==> config.mk <==
export PLATFORM = sky130hd
export DESIGN_NAME = gbuf_skew_feeder
export DESIGN_NICKNAME = d
export VERILOG_FILES = /design/src/rtl/feeder_pkg.sv /design/src/rtl/lane_delay.sv /design/src/rtl/gbuf_skew_feeder.sv
export SDC_FILE = /design/constraint.sdc
export NUM_CORES = 1
export LEC_CHECK = 0
export ABC_AREA = 1
export CAP_MARGIN = 25
export CORE_UTILIZATION = 45
export CTS_BUF_LIST = sky130_fd_sc_hd__clkbuf_16
export DETAILED_ROUTE_END_ITERATION = 12
export PLACE_DENSITY_LB_ADDON = 0.12
export SYNTH_ARGS = -nofsm -noshare
export SYNTH_HDL_FRONTEND = slang
export SYNTH_SLANG_ARGS = --single-unit
==> constraint.sdc <==
create_clock -name clk -period 2.7 [get_ports clk]
set_input_delay 0.54 -clock clk [delete_from_list [all_inputs] [get_ports clk]]
set_output_delay 0.54 -clock clk [all_outputs]
set_load 0.03 [all_outputs]
==> src/rtl/feeder_pkg.sv <==
// Shared types and constants for the global-buffer skew feeder.
// Skew-dependent drain depths are selected in the top (FEEDER_SKEW_EN).
package feeder_pkg;

    typedef enum logic [1:0] {
        IDLE,
        FETCH,
        DRAIN,
        DONE
    } state_t;

    localparam int LANES      = 4;
    localparam int DRAIN_SKEW = 5;
    localparam int DRAIN_FLAT = 2;
    localparam int DRAIN_W    = 3;

endpackage

==> src/rtl/lane_delay.sv <==
// Per-lane delay line carrying {valid, data}.
// Data is forced to zero whenever valid is low.
module lane_delay #(
    parameter int DEPTH = 1,
    parameter int WIDTH = 8
) (
    input  logic             clk,
    input  logic             rst_n,
    input  logic             valid_in,
    input  logic [WIDTH-1:0] data_in,
    output logic             valid_out,
    output logic [WIDTH-1:0] data_out
);

    logic [DEPTH-1:0][WIDTH:0] stage;

    always_ff @(posedge clk or negedge rst_n) begin
        if (!rst_n) begin
            stage <= '0;
        end else begin
            stage[0] <= valid_in ? {1'b1, data_in} : '0;
            for (int s = 1; s < DEPTH; s++) begin
                stage[s] <= stage[s-1];
            end
        end
    end

    assign {valid_out, data_out} = stage[DEPTH-1];

endmodule

==> src/rtl/gbuf_skew_feeder.sv <==
// Streams len rows from the global buffer into a 4x4 systolic array.
// FEEDER_SKEW_EN: lane i delayed i extra cycles (diagonal feed).
module gbuf_skew_feeder
    import feeder_pkg::*;
#(
    parameter int ADDR_BITS = 8,
    parameter int DATA_BITS = 8
) (
    input  logic                       clk,
    input  logic                       rst_n,
    input  logic                       start,
    input  logic [ADDR_BITS-1:0]       base_addr,
    input  logic [ADDR_BITS:0]         len,
    output logic                       busy,
    output logic                       done,
    output logic                       gbuf_wr_en,
    output logic                       gbuf_batch_mode,
    output logic [ADDR_BITS+1:0]       gbuf_index,
    input  logic [LANES*DATA_BITS-1:0] gbuf_data_in,
    output logic [LANES*DATA_BITS-1:0] lane_data,
    output logic [LANES-1:0]           lane_valid
);

`ifdef FEEDER_SKEW_EN
    localparam bit SKEW      = 1'b1;
    localparam int DRAIN_LEN = DRAIN_SKEW;
`else
    localparam bit SKEW      = 1'b0;
    localparam int DRAIN_LEN = DRAIN_FLAT;
`endif

    localparam logic [DRAIN_W-1:0] DRAIN_INIT = DRAIN_W'(DRAIN_LEN - 1);
    localparam logic [ADDR_BITS:0] LEN_ONE    = (ADDR_BITS+1)'(1);
    localparam logic [ADDR_BITS-1:0] ADDR_ONE = ADDR_BITS'(1);

    state_t                state;
    state_t                state_nx;
    logic [ADDR_BITS:0]    len_q;
    logic [ADDR_BITS:0]    row_k;
    logic [ADDR_BITS-1:0]  addr_q;
    logic [DRAIN_W-1:0]    drain_q;
    logic                  rd_vld;
    logic                  last_row;
    logic                  accept;

    assign last_row = (row_k == len_q - LEN_ONE);
    assign accept   = (state == IDLE) && start && (len != '0);

    always_ff @(posedge clk or negedge rst_n) begin
        if (!rst_n) begin
            state <= IDLE;
        end else begin
            state <= state_nx;
        end
    end

    always_comb begin
        state_nx = state;
        unique case (state)
            IDLE: begin
                if (start) begin
                    state_nx = (len == '0) ? DONE : FETCH;
                end
            end
            FETCH: begin
                if (last_row) begin
                    state_nx = DRAIN;
                end
            end
            DRAIN: begin
                if (drain_q == '0) begin
                    state_nx = DONE;
                end
            end
            DONE: begin
                state_nx = IDLE;
            end
            default: begin
                state_nx = IDLE;
            end
        endcase
    end

    always_ff @(posedge clk or negedge rst_n) begin
        if (!rst_n) begin
            len_q   <= '0;
            row_k   <= '0;
            addr_q  <= '0;
            drain_q <= '0;
            rd_vld  <= 1'b0;
        end else begin
            rd_vld <= (state == FETCH);
            if (accept) begin
                len_q  <= len;
                row_k  <= '0;
                addr_q <= base_addr;
            end
            if (state == FETCH) begin
                row_k <= row_k + LEN_ONE;
                // Address stays on the last row once issued.
                if (!last_row) begin
                    addr_q <= addr_q + ADDR_ONE;
                end else begin
                    drain_q <= DRAIN_INIT;
                end
            end
            if (state == DRAIN && drain_q != '0) begin
                drain_q <= drain_q - DRAIN_W'(1);
            end
        end
    end

    assign busy            = (state == FETCH) || (state == DRAIN);
    assign done            = (state == DONE);
    assign gbuf_wr_en      = 1'b0;
    assign gbuf_batch_mode = 1'b1;
    assign gbuf_index      = {2'b00, addr_q};

    for (genvar i = 0; i < LANES; i++) begin : g_lane
        localparam int D = SKEW ? i + 1 : 1;
        lane_delay #(
            .DEPTH(D),
            .WIDTH(DATA_BITS)
        ) u_dly (
            .clk      (clk),
            .rst_n    (rst_n),
            .valid_in (rd_vld),
            .data_in  (gbuf_data_in[i*DATA_BITS +: DATA_BITS]),
            .valid_out(lane_valid[i]),
            .data_out (lane_data[i*DATA_BITS +: DATA_BITS])
        );
    end

endmodule
* After elaboration in Yosys (flattened, before gate mapping)
Index checks and enable logic that the tools add are counted.
** Cells by class
- $add $sub $neg :: 4
- Equality and inequality tests :: 7
- Multiplexer cells :: 17
- Reduce and logical (&&, ||, !) cells :: 14
** Operators by type and width (count)
- two-way mux 9 bit :: 6
- two-way mux 8 bit :: 3
- adder 9 x 1 -> 9 bit (second input constant) :: 1
- equality test 9 bit :: 1
- zero test 9 bit :: 1
- two-way mux 3 bit :: 3
- nonzero test 9 bit :: 1
- subtractor 9 x 1 -> 9 bit (second input constant) :: 1
- adder 8 x 1 -> 8 bit (second input constant) :: 1
- two-way mux 2 bit :: 4
- one-hot mux 2 bit (4 select lines) :: 1
- != test 2 bit (second input constant) :: 3
- nonzero test 2 bit :: 3
- equality test 2 bit (second input constant) :: 2
- logical AND 1 bit :: 3
- zero test 3 bit :: 1
- AND reduction 3 bit :: 1
- nonzero test 3 bit :: 1
- subtractor 3 x 1 -> 3 bit (second input constant) :: 1
- equality test 2 x 1 -> 1 bit (second input constant) :: 1
- zero test 2 bit :: 1
- AND reduction 2 bit :: 1
- logical OR 1 bit :: 1
** Storage, ports and cells
- Register bits after elaboration :: 68
- Bits of input ports :: 52
- Output and inout port bits :: 50
- Logic and storage cells :: 52

* Logic depth before layout (Yosys ltp)
Gate-level depths: netlist of the first run.
- Word-level depth :: 6
- Gate-level depth with buffers :: 14

* By module
From an unflattened synthesis of the first run, not the netlist that was laid out.
** Unflattened totals
- Cell total of the unflattened synthesis :: 378
- Area, all modules :: 3265.6 µm²
** By module, submodules not included
- gbuf_skew_feeder :: instances 1, cells each 274, area each 2104.5 µm², seq. area each 800.8 µm²
- lane_delay :: instances 4, cells each 26, area each 290.3 µm², seq. area each 225.2 µm²

* Least setup slack after synthesis of the first run
No wires, ideal clock.
- Path kind :: reg2reg
- Start :: register len_q[0]
- End :: register addr_q[2]
- Data arrival time :: 1560 ps
- Path slack :: 1012 ps
- Cell stages (with the launch flop) :: 14
- Buffers on the path :: 1
- Cells stage by stage :: dfrtp_1 > inv_1 > ha_1 > inv_1 > nand2_1 > nand2_1 > nand2_1 > nor2_1 > nand3_1 > nor2_2 > nand2_2 > nand2_4 > buf_8 > o21ai_0
** Between the ends
- Word-level cells in the longest chain between the ends :: 4
** RTL lines
- start, declared :: RTL line gbuf_skew_feeder.sv:38 : logic [ADDR_BITS:0] len_q;
- start signal, assigned :: RTL line gbuf_skew_feeder.sv:94 : len_q <= len;
- subtractor 9 x 1 -> 9 bit :: RTL line gbuf_skew_feeder.sv:46 : assign last_row = (row_k == len_q - LEN_ONE);
- equality test 9 bit :: RTL line gbuf_skew_feeder.sv:46
- two-way mux 8 bit :: RTL line gbuf_skew_feeder.sv:101 : if (!last_row) begin
- two-way mux 8 bit :: RTL line gbuf_skew_feeder.sv:98 : if (state == FETCH) begin
- end signal, assigned :: RTL line gbuf_skew_feeder.sv:96 : addr_q <= base_addr;
- end signal, assigned :: RTL line gbuf_skew_feeder.sv:102 : addr_q <= addr_q + ADDR_ONE;
- end, declared :: RTL line gbuf_skew_feeder.sv:40 : logic [ADDR_BITS-1:0] addr_q;
Every way passes these cells.
A chain may end at the register's enable or synchronous reset.

* Worst setup path in the final report of the first run
- Start :: register state[1]
- End :: output busy
** Between the ends
- Word-level cells in the longest chain between the ends :: 2
- Elaborated cells on any way between the ends :: 3
- Classes of those cells :: eq/ne (2); reduce/logical (1)
** RTL lines
- start, declared :: RTL line gbuf_skew_feeder.sv:36 : state_t state;
- start signal, assigned :: RTL line gbuf_skew_feeder.sv:53 : state <= state_nx;
- equality test 2 x 1 -> 1 bit / equality test 2 bit (equally long branches) :: RTL line gbuf_skew_feeder.sv:113 : assign busy = (state == FETCH) || (state == DRAIN);
- logical OR 1 bit * :: RTL line gbuf_skew_feeder.sv:113
- end, declared :: RTL line gbuf_skew_feeder.sv:14 : output logic busy,
Mark *: on every way between the ends. The rest lies on a longest branch, timed or not.

==> results of run 1 <==
kinds of logic after synthesis:
| family | after synthesis | share of synthesized area |
|---|---|---|
| simple gates | 183 | 0.240 |
| buf+inv | 85 | 0.118 |
| other cells | 2 | 0.00235 |
| compound gates | 32 | 0.0532 |
| fa+ha+maj | 10 | 0.0391 |
| mux | 1 | 0.00313 |
| flops | 65 | 0.508 |
| xor+xnor | 13 | 0.0356 |
stage by stage:
stage           util  setup WS, ns
2_1_floorplan      -          1.01
3_3_place_gp   0.618         0.460
3_5_place_dp   0.618         0.389
4_1_cts        0.665         0.353
5_1_grt        0.665         0.311
6_report       0.665         0.356
how the worst max path moves through the flow:
stage               cells past startpoint   endpoint  slack [ns]
detailed placement                      9  addr_q[4]        0.39
floorplan                              13  addr_q[2]        1.01
global route                            3       busy        0.31
finish                                  3       busy        0.36
global placement                        9  addr_q[3]        0.46
CTS                                     3       busy        0.35
cell type report:
cell class	count	area (sq um)
fillers	591	2290
flip-flops and latches	65	1630
multi-input cells	243	1200
repair buffers	102	1020
inverters	68	255
clock buffers	9	225
well taps	96	120
clock inverters	7	93.8
cells in the mapped netlist, types with 2 or more instances:
master,number
dfrtp_1,65
nand2_2,4
nand3_1,29
nor4_1,3
nor2_2,3
xor2_1,10
a21oi_1,11
o32ai_1,2
nand2_1,116
clkbuf_1,3
xnor2_1,3
nor2_1,23
buf_4,9
o21ai_0,16
inv_1,67
buf_2,2
o22ai_1,2
ha_1,10
conb_1,2
sequential cells by signal, summed over array words and instances (netlist names):
signal / count
g_lane.u_dly.stage: 33
len_q: 9
row_k: 9
addr_q: 8
drain_q: 3
state: 2
rd_vld: 1
layer usage:
metal / GRT usage / vias to the layer above / wire (um)
li1: - / 1381 / -
met1: 0.221 / 1261 / 2890
met2: 0.364 / 57 / 3530
met3: 0.0505 / 10 / 335
met4: 0.0909 / 0 / 129
met5: 0 / - / 0
critical path: stages (launching register included):
cell and delay (ns):
dfrtp_1 0.41, inv_1 0.11, ha_1 0.30, clkdlybuf4s50_1 0.66
where the power goes:
part / internal, uW / switching (uW) / total [uW]
combinational: 856 / 1250 / 2100
clock: 807 / 439 / 1250
sequential: 1290 / 287 / 1570
==> metrics, run 1 <==
Fin Hold WS about 0.23 ns; Worst setup startpoint state[1]; commonest non-fill, non-tap cell in the layout nand2_1; TritonCTS clock tree yes; post-cts resize count 0; clk_lat worst skew 0.33 ns; Worst R2R Setup Slack ~0.74 ns; Arr. time, crit path 1.80 ns; FF-to-FF Start len_q[0]; initial antenna violation count 0; clock-pin slew on the worst setup and hold paths 0.05 ns; fin nets 551; Final Max Tran Viols 0; Synth cell types 30; Slew @ Worst Pin 0.993 ns; Mapped Area 0.00320 sq mm; via density per instance ~4.6; # DRC 0; Avg Cell Area, Syn 8.19 sq um; Async S/R FF share, synth 1.00; Max Freq 427 MHz; RSZ-0062 raised after global routing false; Clock Sinks 65; share of post-route cells with drive strength above 1 0.0607; Post-Syn Instances about 400; final setup fails 0; Hold Vio Cnt, Final 0; commonest non-fill, non-tap cells in the layout nand2_1, clkdlybuf4s50_1, inv_1, dfrtp_1, nand3_1; Slew HR 0.338; Yosys top cell area share 0.508; io pins 102; gr ovfl total 0; drt pass-1 iters 5; Max IR drop VDD about 0.72 mV; pin count of the biggest net entering global routing 34; Routed Wire Length 6880 um; worst hold path class input port to asynchronous set/reset pin; total power 4920 uW; via count 2709; HPWL after DPL 5060 um; I/O Buffers 97; # rows 30; total CTS buffers 9; yosys warns 0; outcome finished, final reports clean; leakage 0.00238 uW; clock root buffer clkbuf_16; GR Util All Layers 0.201; CP Launch Type flop; Area Overhead vs Synth 41.9%; postcts setup bufs 0; Die Area 0.00745 sq mm; Initial Utilization 0.468; first-pass GRT wire length 11500 um; Antenna Nets Post-Route 0; DR iter-0 viols roughly 140; MaxCap Viol Count 0; fin crit share 0.868; reg2reg path depth 14; Synth Register Bits 65; Antenna Cells 0; fin area 0.00454 sq mm; RR Endpoint state[0]; RePlAce Congestion 0.795; Synth area leaders dfrtp_1, nand2_1, inv_1; dpl cells between 500 and 600; post-synthesis sequential area ratio 0.508; Post-synth EDFFs 0; CP Max Fanout 4; clk_skew 0.00556 ns; hold buffer count at cts 0; core area 0.00683 sq mm; WL/cell roughly 12 um; post-layout min period 2.34 ns; kind of critical path flop to primary output; power density cells between 1000 and 1500 mW/mm^2; Worst Path Required 2.16 ns; DIE HEIGHT 86.3 um; vias in the first global route 2622; Die Span X 86.3 um; Worst Setup End Kind primary output; Max Root-Sink Buffers 2; non-filler cells, final 590; ys flop type dfrtp_1; Placed Area around 0.0042 sq mm; H-tree Lvls 3; Yosys top cell by area dfrtp_1; TNS Setup 0 ns
No activity file was read; power rests on OpenSTA's default activity.
==> run 2, diff against run 1 <==
Settings changed: ABC_AREA 1 to not set, CTS_CLUSTER_SIZE set to 30.
==> run 2 against run 1 <==
The flow now finishes with violations (DRC); sequential power decreased by 36%; synthesized cell count decreased by 21%; critical path depth increased by 4; first-iteration DRC count decreased by 14%; setup slack got worse by 0.20 ns; cell count decreased by 18%; clock power decreased by 9%; register-to-register slack got worse by 0.59 ns; count of clock-buffer cells in the layout unchanged; utilization increased by 1.2 points; fmax decreased by 8.0%; highest routed layer unchanged.
==> metrics, run 2 <==
RR Endpoint addr_q[2]; multi-input logic area 0.00129 sq mm (+7.2%); ys flop type dfrtp_1; Clock Sinks 65 (unchanged); Reg area 0.00163 sq mm (unchanged); Area Overhead vs Synth 42.7%; worst hold path class input port to asynchronous set/reset pin; gr ovfl total 0 (unchanged); via count 2464 (-9.0%); commonest non-fill, non-tap cell in the layout clkdlybuf4s50_1; RePlAce Congestion 0.864 (+8.6%); vias in the first global route 2386 (-9.0%); core area 0.00649 sq mm (-4.9%); kind of critical path flop to flop; post-layout min period 2.55 ns (+0.203 ns); DR WL met2 3350 um (-5.1%); CP Max Fanout 5 (+1); dpl cells 469 (-18%); power density cells 539 mW/mm^2 (-50%); TritonCTS clock tree yes; crit path to addr_q[2]; # rows 29 (-3.3%); Worst R2R Setup Slack 0.15 ns (-0.59 ns); share of post-route cells with drive strength above 1 0.0809 (+0.0202); Worst setup startpoint len_q[4]; via density per instance 5.08 (+11%); Worst Slack Setup Final 0.153 ns (-0.203 ns); RSZ-0062 raised after global routing false; reg2reg path depth 7 (-7); initial antenna violation count 0 (unchanged); hold buffer count at cts 0 (unchanged); Avg Cell Area, Syn 10.0 sq um (+23%); commonest non-fill, non-tap cells in the layout clkdlybuf4s50_1, dfrtp_1, nand2_1, and2_1, nand3_1; HPWL after DPL 4790 um (-5.5%); Final Max Tran Viols 0 (unchanged); DR iter-0 viols 122 (-14%); Antenna Cells 0 (unchanged); highest metal used met4; yosys warns 0 (unchanged); Post-synth EDFFs 0 (unchanged); Mapped Area 0.00308 sq mm (-3.8%); Max Root-Sink Buffers 2 (unchanged); first-pass GRT wire length 11600 um (+0.91%); io pins 102 (unchanged); Worst Path Required 2.91 ns (+0.75 ns); TNS Setup 0 ns (unchanged); Max IR drop VDD 0.404 mV (-44%); max FFs per register 33 (unchanged); non-filler cells, final 485 (-18%); Antenna Nets Post-Route 0 (unchanged); MaxCap Viol Count 0 (unchanged); DIE HEIGHT 84.7 um (-1.9%); H-tree Lvls 3 (unchanged); Die Span X 84.7 um (-1.9%); Yosys top cell area share 0.528 (+0.0200); Slew HR 0.507 (+0.169); CP Launch Type flop; most frequent cells after synthesis dfrtp_1, nand2_1, and2_1; fin area 0.00439 sq mm (-3.3%); pin count of the biggest net entering global routing 44 (+29%); Max Freq 393 MHz (-8.0%); clock root buffer clkbuf_16; final setup fails 0 (unchanged); Initial Utilization 0.474 (+0.00559); Placed Area 0.00409 sq mm (-3.0%); post-synthesis sequential area ratio 0.528 (+0.0200); fin nets 465 (-16%); failing checks DRC; M1 WL 2940 um (+1.8%); Async S/R FF share, synth 1.00 (unchanged); clk_skew 0.00637 ns (+0.000812 ns); Reg with most FFs g_lane.u_dly.stage; Placement Setup Slack 0.122 ns (-0.267 ns); Yosys top cell by area dfrtp_1; Die Area 0.00718 sq mm (-3.7%); leakage 0.00191 uW (-20%); Top Registers g_lane.u_dly.stage (33), len_q (9), row_k (9); fin crit share 0.943 (+0.0752); clock-pin slew on the worst setup and hold paths 0.05 ns (about the same); Worst Setup End Kind flop; postcts setup bufs 0 (unchanged); Synth area leaders dfrtp_1, and2_1, nand2_1; fill count 517 (-13%); clk_lat worst skew 0.33 ns (about the same); # DRC 2 (+2); Synth Register Bits 65 (unchanged); FF-to-FF Start len_q[4]; drt pass-1 iters 10 (+5); Post-Syn Instances 307 (-21%); Synth cell types 41 (+37%); GR Util All Layers 0.210 (+0.00979); total CTS buffers 9 (unchanged); I/O Buffers 97 (unchanged); Arr. time, crit path 2.76 ns (+0.96 ns); Routed Wire Length 6710 um (-2.5%); WL/cell 13.8 um (+19%); WL met3 311 um (-7.2%); Hold Vio Cnt, Final 0 (unchanged); outcome finished, violations left; count leader, synth dfrtp_1; Slew @ Worst Pin 0.739 ns (-0.254 ns); final core utilization 0.676 (+0.0117)
[run 2: changes by cell type after synthesis, sizes merged, moves of 4 or more]
cell,delta
nand2,-84
inv,-54
and2,+33
nor2,-17
a31oi,+5
and3,+5
a21o,+4
clkbuf,+4
nand4,+4
xor2,-4
[run 2: worst min-delay path by stage]
stage                          endpoint  depth (start not counted)  slack, ns
3_5_place_dp                 drain_q[2]                          1       0.48
4_1_cts        g_lane[1].u_dly.stage[0]                          1       0.20
3_3_place_gp                 drain_q[2]                          1       0.47
6_report       g_lane[1].u_dly.stage[0]                          1       0.20
5_1_grt        g_lane[1].u_dly.stage[0]                          1       0.23
2_1_floorplan                 addr_q[0]                          0       0.24
[run 2: area by class of cell]
| type | count | share of cell area |
|---|---|---|
| clock buffers | 9 | 0.0513 |
| well taps | 77 | 0.0219 |
| repair buffers | 104 | 0.235 |
| inverters | 14 | 0.0120 |
| clock inverters | 7 | 0.0162 |
| multi-input cells | 209 | 0.294 |
| flip-flops and latches | 65 | 0.370 |
[run 2: cells by family (layout without fill, tap and decap cells)]
group / count (synthesis) / in the layout / synth area share
other cells: 2 / 4 / 0.00244
fa+ha+maj: 10 / 10 / 0.0406
buf+inv: 35 / 134 / 0.0561
flops: 65 / 65 / 0.528
mux: 5 / 5 / 0.0171
xor+xnor: 10 / 10 / 0.0284
compound gates: 47 / 47 / 0.100
simple gates: 133 / 133 / 0.227
[run 2: timing repair]
| item | CTS | global route |
|---|---|---|
| endpoints found under the setup margin | 0 | 5 |
| gates resized for setup | 0 | 1 |
| hold endpoints to repair | 0 | 0 |
[run 2: worst max-delay path, cell delays in order, from the launching register on]
cell	delay (ns)
dfrtp_1	0.43
or4_4	0.51
or3_1	0.41
a21oi_2	0.17
a21oi_2	0.09
o31ai_4	0.23
mux2_1	0.35
o221a_2	0.24
[run 2: where the power goes]
group / internal (uW) / switching [uW] / leakage, uW
clock network: 711 / 426 / 0.000139
registers: 999 / 5.93 / 0.000778
logic: 119 / 104 / 0.000991
total: 1830 / 536 / 0.00191
[run 2: per-layer routing]
| metal | vias to the layer above | track usage |
|---|---|---|
| li1 | 1220 | - |
| met1 | 1169 | 0.268 |
| met2 | 65 | 0.338 |
| met3 | 10 | 0.0619 |
| met4 | 0 | 0.0847 |
| met5 | - | 0 |
[run 2: through the flow]
stage                     hold WS (ns)  power [uW]
after detailed placement         0.477        1250
final                            0.198        2370
after floorplan                  0.244        1100
after global placement           0.467        1250
after global routing             0.232        2450
after CTS                        0.198        2400
